[config.mk]
export PLATFORM = sky130hd
export DESIGN_NAME = reg_op_sequencer
export DESIGN_NICKNAME = d
export VERILOG_FILES = /design/src/rtl/reg_op_sequencer.sv
export SDC_FILE = /design/constraint.sdc
export NUM_CORES = 1
export LEC_CHECK = 0
export ABC_AREA = 1
export CAP_MARGIN = 0
export CORE_AREA = 8 8 59 61
export CTS_CLUSTER_SIZE = 20
export DETAILED_ROUTE_END_ITERATION = 10
export DIE_AREA = 0 0 67 69
export GPL_TIMING_DRIVEN = 0
export MAX_ROUTING_LAYER = met4
export PLACE_DENSITY = 0.82
export REMOVE_ABC_BUFFERS = 1
export SLEW_MARGIN = 40
export SYNTH_ARGS = -nofsm -noshare
export SYNTH_HDL_FRONTEND = slang
export SYNTH_SLANG_ARGS = --single-unit
[constraint.sdc]
create_clock -name clk -period 3.2 [get_ports clk]
set_input_delay 0.96 -clock clk [delete_from_list [all_inputs] [get_ports clk]]
set_output_delay 0.96 -clock clk [all_outputs]
set_load 0.02 [all_outputs]
[src/rtl/reg_op_sequencer.sv]
// Round-robin sequencer sharing one control register among NREQ requesters.
// Each granted command expands into single-cycle clear/load/inc/dec/shift pulses.
module reg_op_sequencer #(
  parameter int NREQ  = 2,
  parameter int WIDTH = 4,
  parameter int CNT_W = 3,
  localparam int IDW  = (NREQ > 1) ? $clog2(NREQ) : 1
) (
  input  logic                   clk,
  input  logic                   rst,
  input  logic [NREQ-1:0]        req_valid,
  output logic [NREQ-1:0]        req_ready,
  input  logic [NREQ*3-1:0]      req_op,
  input  logic [NREQ*WIDTH-1:0]  req_data,
  input  logic [NREQ*CNT_W-1:0]  req_cnt,
  input  logic [WIDTH-1:0]       reg_q,
  output logic                   r_cl,
  output logic                   r_ld,
  output logic                   r_inc,
  output logic                   r_dec,
  output logic                   r_sr,
  output logic                   r_sl,
  output logic                   r_ir,
  output logic                   r_il,
  output logic [WIDTH-1:0]       r_in,
  output logic                   busy,
  output logic                   done,
  output logic [IDW-1:0]         done_id,
  output logic [WIDTH-1:0]       result
);

  typedef enum logic [1:0] {
    S_IDLE,
    S_EXEC,
    S_DONE
  } state_e;

  state_e           state_q, state_d;
  logic [IDW-1:0]   rr_q, rr_d;
  logic [IDW-1:0]   id_q, id_d;
  logic [2:0]       op_q, op_d;
  logic [WIDTH-1:0] data_q, data_d;
  logic [CNT_W-1:0] cnt_q, cnt_d;
  logic [WIDTH-1:0] res_q, res_d;

  logic             gnt_vld;
  int               gnt;
  logic [2:0]       gop;
  logic [CNT_W-1:0] gcnt;

  // First valid requester at or after the round-robin pointer.
  always_comb begin
    int j;
    gnt_vld = 1'b0;
    gnt     = 0;
    for (int k = 0; k < NREQ; k++) begin
      j = int'(rr_q) + k;
      if (j >= NREQ) j = j - NREQ;
      if (!gnt_vld && req_valid[j]) begin
        gnt_vld = 1'b1;
        gnt     = j;
      end
    end
  end

  assign gop  = req_op[3*gnt +: 3];
  assign gcnt = req_cnt[CNT_W*gnt +: CNT_W];

  always_comb begin
    state_d   = state_q;
    rr_d      = rr_q;
    id_d      = id_q;
    op_d      = op_q;
    data_d    = data_q;
    cnt_d     = cnt_q;
    res_d     = res_q;
    req_ready = '0;
    r_cl      = 1'b0;
    r_ld      = 1'b0;
    r_inc     = 1'b0;
    r_dec     = 1'b0;
    r_sr      = 1'b0;
    r_sl      = 1'b0;
    r_ir      = 1'b0;
    r_il      = 1'b0;
    r_in      = '0;
    unique case (state_q)
      S_IDLE: begin
        if (gnt_vld) begin
          req_ready[gnt] = 1'b1;
          id_d   = IDW'(gnt);
          op_d   = gop;
          data_d = req_data[WIDTH*gnt +: WIDTH];
          cnt_d  = gcnt;
          rr_d   = (gnt == NREQ-1) ? '0 : IDW'(gnt + 1);
          // CLR and LOAD are always exactly one pulse.
          if (gop < 3'd2) begin
            cnt_d   = CNT_W'(1);
            state_d = S_EXEC;
          end else if (gcnt == '0) begin
            state_d = S_DONE;
          end else begin
            state_d = S_EXEC;
          end
        end
      end
      S_EXEC: begin
        unique case (op_q)
          3'd0: r_cl  = 1'b1;
          3'd1: begin
            r_ld = 1'b1;
            r_in = data_q;
          end
          3'd2: r_inc = 1'b1;
          3'd3: r_dec = 1'b1;
          3'd4: r_sr  = 1'b1;
          3'd5: r_sl  = 1'b1;
          3'd6: begin
            r_sr = 1'b1;
            r_ir = reg_q[0];
          end
          3'd7: begin
            r_sl = 1'b1;
            r_il = reg_q[WIDTH-1];
          end
          default: ;
        endcase
        cnt_d = cnt_q - CNT_W'(1);
        if (cnt_q == CNT_W'(1)) state_d = S_DONE;
      end
      S_DONE: begin
        res_d   = reg_q;
        state_d = S_IDLE;
      end
      default: state_d = S_IDLE;
    endcase
  end

  always_ff @(posedge clk) begin
    if (rst) begin
      state_q <= S_IDLE;
      rr_q    <= '0;
      id_q    <= '0;
      op_q    <= '0;
      data_q  <= '0;
      cnt_q   <= '0;
      res_q   <= '0;
    end else begin
      state_q <= state_d;
      rr_q    <= rr_d;
      id_q    <= id_d;
      op_q    <= op_d;
      data_q  <= data_d;
      cnt_q   <= cnt_d;
      res_q   <= res_d;
    end
  end

  assign busy    = (state_q != S_IDLE);
  assign done    = (state_q == S_DONE);
  assign done_id = id_q;
  // The register already holds the final value in DONE, so expose it immediately.
  assign result  = done ? reg_q : res_q;

endmodule

# After elaboration in Yosys (flattened, before gate mapping)
# Cells that the tools add are included.
[totals]
regBits = 18
input_bits = 28
out_inout_bits = 21
elab_cells = 93
[op_classes]
n_addsub = 5
n_mul = 1
magnitude_cmp = 7
n_eq_ne = 13
n_shift = 3
n_mux = 44
reduce_logical = 13
[op_table]
columns = ["operator", "n"]
rows = [
  ["32-bit two-way mux", 4],
  ["32-bit by 3-bit < comparator with 1-bit output, second input constant", 3],
  ["6-bit by 32-bit indexed part select with 3-bit output", 2],
  ["32-bit by 2-bit equality test with 1-bit output, second input constant", 1],
  ["32-bit by 1-bit greater-or-equal comparator with 1-bit output, second input constant", 1],
  ["3-bit by 32-bit multiplier with 32-bit output, first input constant", 1],
  ["8-bit by 32-bit indexed part select with 4-bit output", 1],
  ["1-bit two-way mux", 26],
  ["3-bit equality test, second input constant", 4],
  ["2-bit two-way mux", 6],
  ["4-bit two-way mux", 3],
  ["3-bit by 1-bit equality test with 1-bit output, second input constant", 2],
  ["3-bit by 2-bit equality test with 1-bit output, second input constant", 2],
  ["3-bit logical NOT", 2],
  ["3-bit two-way mux", 2],
  ["3-bit case mux with 2 select lines", 1],
  ["2-bit AND reduction", 3],
  ["2-bit inequality test, second input constant", 2],
  ["2-bit case mux with 2 select lines", 1],
  ["2-bit nonzero test", 2],
  ["2-bit OR reduction", 2],
  ["3-bit by 2-bit < comparator with 1-bit output, second input constant", 1],
  ["1-bit by 2-bit subtractor with 3-bit output, second input constant", 1],
  ["2-bit by 2-bit subtractor with 3-bit output, second input constant", 1],
  ["other kinds (11)", 12],
]

# Logic depth before layout (Yosys ltp)
# Gate-level depths: netlist of run 1.
[depth]
word_depth = 16
depth_mapped = 9

# Worst setup path before layout of run 1
# OpenSTA, ideal clock, no wires.
[synth_timing]
path_kind = "in2out"
from = "input reg_q[3]"
to = "output r_il"
arrival_time_ns = 1.481
setup_slack_ns = 0.759
path_stages = 1
path_buffers = 0
path_cell_list = "nor3b_1"
[synth_via]
elab_chain_cells = 2
[synth_lines]
columns = ["element", "line_no", "rtl"]
rows = [
  ["start: declaration", "16", "input logic [WIDTH-1:0] reg_q,"],
  ["1-bit two-way mux", "108", "unique case (op_q)"],
  ["1-bit two-way mux", "87", "unique case (state_q)"],
  ["end: declaration", "24", "output logic r_il,"],
]
# No other way between the ends.

# Worst setup path after layout of run 1
[layout_timing]
from = "input reg_q[0]"
to = "output result[0]"
[layout_via]
elab_chain_cells = 1
[layout_lines]
columns = ["element", "line_no", "rtl"]
rows = [
  ["4-bit two-way mux", "n/a", ""],
  ["end: declaration", "29", "output logic [WIDTH-1:0] result"],
]
# No other way between the ends.

==> results.md, run 1 <==
- Post-Syn Instances: 158
- Max-capacitance violation count: 0
- Largest net degree at the start of global routing: 13
- Initial antenna violation count: 0
- Share of cells above drive strength 1: 12.4%
- Post-synth top area share: between 30% and 40%
- Final Core Density: 63.1%
- Post-synth cell types: 28
- Number of H-tree levels: 1
- Final setup fails: 0
- DP Cell Count: 235
- Kind of critical path: input pin to output pin
- Ys Warns: 0
- P&R area growth vs syn: 51.5%
- Post-synthesis async set-or-reset flop share: 0%
- Vias in the first global route: roughly 1100
- Pwr Total: between 0.0007 and 0.0008 W
- CTS sink count: 18
- Crit share post-route: between 90% and 100%
- # IOs: 49
- RSZ-0062 raised after global routing: false
- Crit path launch type: input pin
- Max Clock Freq: around 320 MHz
- Fin nets: 241
- Syn Area/Cell: 6.89 um^2
- Clock root buffer: clkbuf_4
- Synth cell count leaders: inv_1 (34), nand2_1 (26), dfxtp_1 (18), nor2_1 (18), o21ai_0 (10)
- Register Area: 360 um^2
- Clk_lat worst skew: between 0.2 and 0.3 ns
- Area occupied by multi-input gates: 581 um^2
- Core area: 2620 um^2
- Worst Skew: around 0.007 ns
- Tmin final: 3.12 ns
- Critical Path RT: around 2.2 ns
- Overall global routing resource usage: between 10% and 20%
- Ys flop type: dfxtp_1
- Pwr/cell area: around 440 nW/um^2
- Max Root-Sink Buffers: 2
- Mapped Area: 1090 um^2
- # fillers: 253
- Hold/Removal Path Class: flop to flop
- Post-synth EDFFs: 0
- Worst VDD drop: 0.268 mV
- Die area: ~4600 um^2
- CTS tree: built
- Post-DRT Antenna Nets: 0
- Vias: 1133
- DRC Markers: 0
- Slew headroom: 72.6%
- DP HPWL: 2.30 mm
- Worst setup EP type: output pin
- Crit path arrival time: roughly 2.2 ns
- Layout Cells excl Fill: 240
- Post-synth top area cell: dfxtp_1
- Die height: 69 um
- TritonCTS Buffers: 3
- DR WL/cell: 11.9 um
- Yosys reg bits: 18
- Crit-path max FO: 2
- Die Width: 67 um
- Initial DRC count: 39
- RePlAce Congestion: 0.827
- Worst-Margin Slew: 0.411 ns
- Most common cell in the netlist: inv_1
- Starting density of the core: 41.6%
- Reg clk slew, reported paths: 0.10 ns
- Ranking of synthesized cells by area: dfxtp_1 (33%), inv_1 (12%), nand2_1 (9.0%)
- Total Wirelength: 2.86 mm
- First-pass GRT wire length: 4.86 mm
- Std-Cell Rows: 19
- Global route overflow: 0
- Final max-slew violation count: 0
- P_leak: roughly 0.84 nW
- I/O Buffers: 48
- Final hold vios: 0
- Seq/Total Area, Yosys: 33.1%
- Outcome: complete, no violations
- TritonRoute pass-1 iters: 6
- Via density: 4.72
- Antenna diode count: 0
-- where the power goes --
part	leakage [nW]	switching, W	internal, W
Clock	0.0138	0.0000691	0.0000437
Combinational	0.677	0.000185	0.000153
Sequential	0.149	0.0000199	0.000259
Total	0.840	0.000274	0.000456
-- worst paths after layout --
kind,cells past startpoint,slack (ns),to,startpoint
max,4,0.08,result[0],reg_q[0]
min,2,0.52,done_id$_SDFFE_PP0P_,done_id$_SDFFE_PP0P_
max reg2reg,7,1.87,cnt_q[0]$_SDFFE_PP0P_,state_q[0]$_SDFFE_PP0P_
min reg2reg,2,0.52,done_id$_SDFFE_PP0P_,done_id$_SDFFE_PP0P_
-- cells in the final DEF (no fill, tap or decap) --
cell type         n
buf_4             2
clkdlybuf4s50_1  40
nor2_8            1
nor2_4            2
o211ai_1          3
dlymetal6s2s_1    3
dfxtp_1          18
a31oi_1           1
a21oi_1           4
nand3_4           1
nand2_1          26
nor2_1           18
nor3b_1           2
nand3_1           8
inv_1            34
dlygate4sd2_1     3
or2_2             6
inv_2             1
clkinv_4          1
o21ai_0           7
clkdlybuf4s15_2   1
clkdlybuf4s15_1   1
nand3b_1          2
o21ai_1           6
nor3_1            2
inv_4             1
a211oi_2          1
nand2_2           2
o211ai_2          2
nand2_4           2
ha_1              2
o2bb2ai_1         3
clkbuf_4          3
-- sequential cells by signal (all words and copies together), names as in the netlist --
register,flops
data_q,4
res_q,4
cnt_q,3
op_q,3
state_q,2
done_id,1
rr_q,1
-- area by class of cell --
class / instances / area share (%)
well taps: 31 / 2.35
flip-flops and latches: 18 / 21.9
clock buffers: 3 / 1.37
repair buffers: 50 / 30.3
inverters: 37 / 8.88
multi-input cells: 101 / 35.2
-- per-stage QoR --
stage                     hold slack (ns)  setup slack (ns)  setup TNS (ns)  cell area (um^2)
after floorplan                     0.467             0.759               0              1070
after global placement              0.482            -0.620           -1.22              1590
after detailed placement            0.486            -0.617           -1.24              1590
after CTS                           0.501            0.0140               0              1630
after global routing                0.572            0.0121               0              1650
final                               0.521            0.0751               0              1650
-- kinds of logic (layout without fill, tap and decap cells) --
| group | count (synthesis) | in the layout | synth area share, % |
|---|---|---|---|
| simple gates | 72 | 72 | 33.3 |
| buf+inv | 39 | 90 | 14.9 |
| fa+ha+maj | 2 | 2 | 2.30 |
| compound gates | 27 | 27 | 16.3 |
| flops | 18 | 18 | 33.1 |
-- what timing repair did --
item	4_1_cts	5_1_grt
resized for setup	8	9
setup buffers	2	0
hold buffers	0	0
setup endpoints to repair	4	9
pin swaps	1	0
-- routing by layer --
metal,GRT usage (%),vias up,wire length (um)
met5,-,-,0
met2,22.2,39,1350
met3,1.78,6,207
li1,-,598,-
met1,14.3,490,1250
met4,8.14,0,59
-- critical path: stages --
cell and delay, ns:
clkdlybuf4s50_1 0.47, o21ai_1 0.09, inv_1 0.05, clkdlybuf4s50_1 0.59
Power figures use the tool's default switching activity.
==> inputs of run 2 (changes only) <==
--- a/config.mk
+++ b/config.mk
@@ -6,7 +6,7 @@
 export NUM_CORES = 1
 export LEC_CHECK = 0
 export ABC_AREA = 1
-export CAP_MARGIN = 0
+export CAP_MARGIN = 20
 export CORE_AREA = 8 8 59 61
 export CTS_CLUSTER_SIZE = 20
 export DETAILED_ROUTE_END_ITERATION = 10
==> results of run 2 <==
Final layout, timing and power as in run 1 (identical DEF).
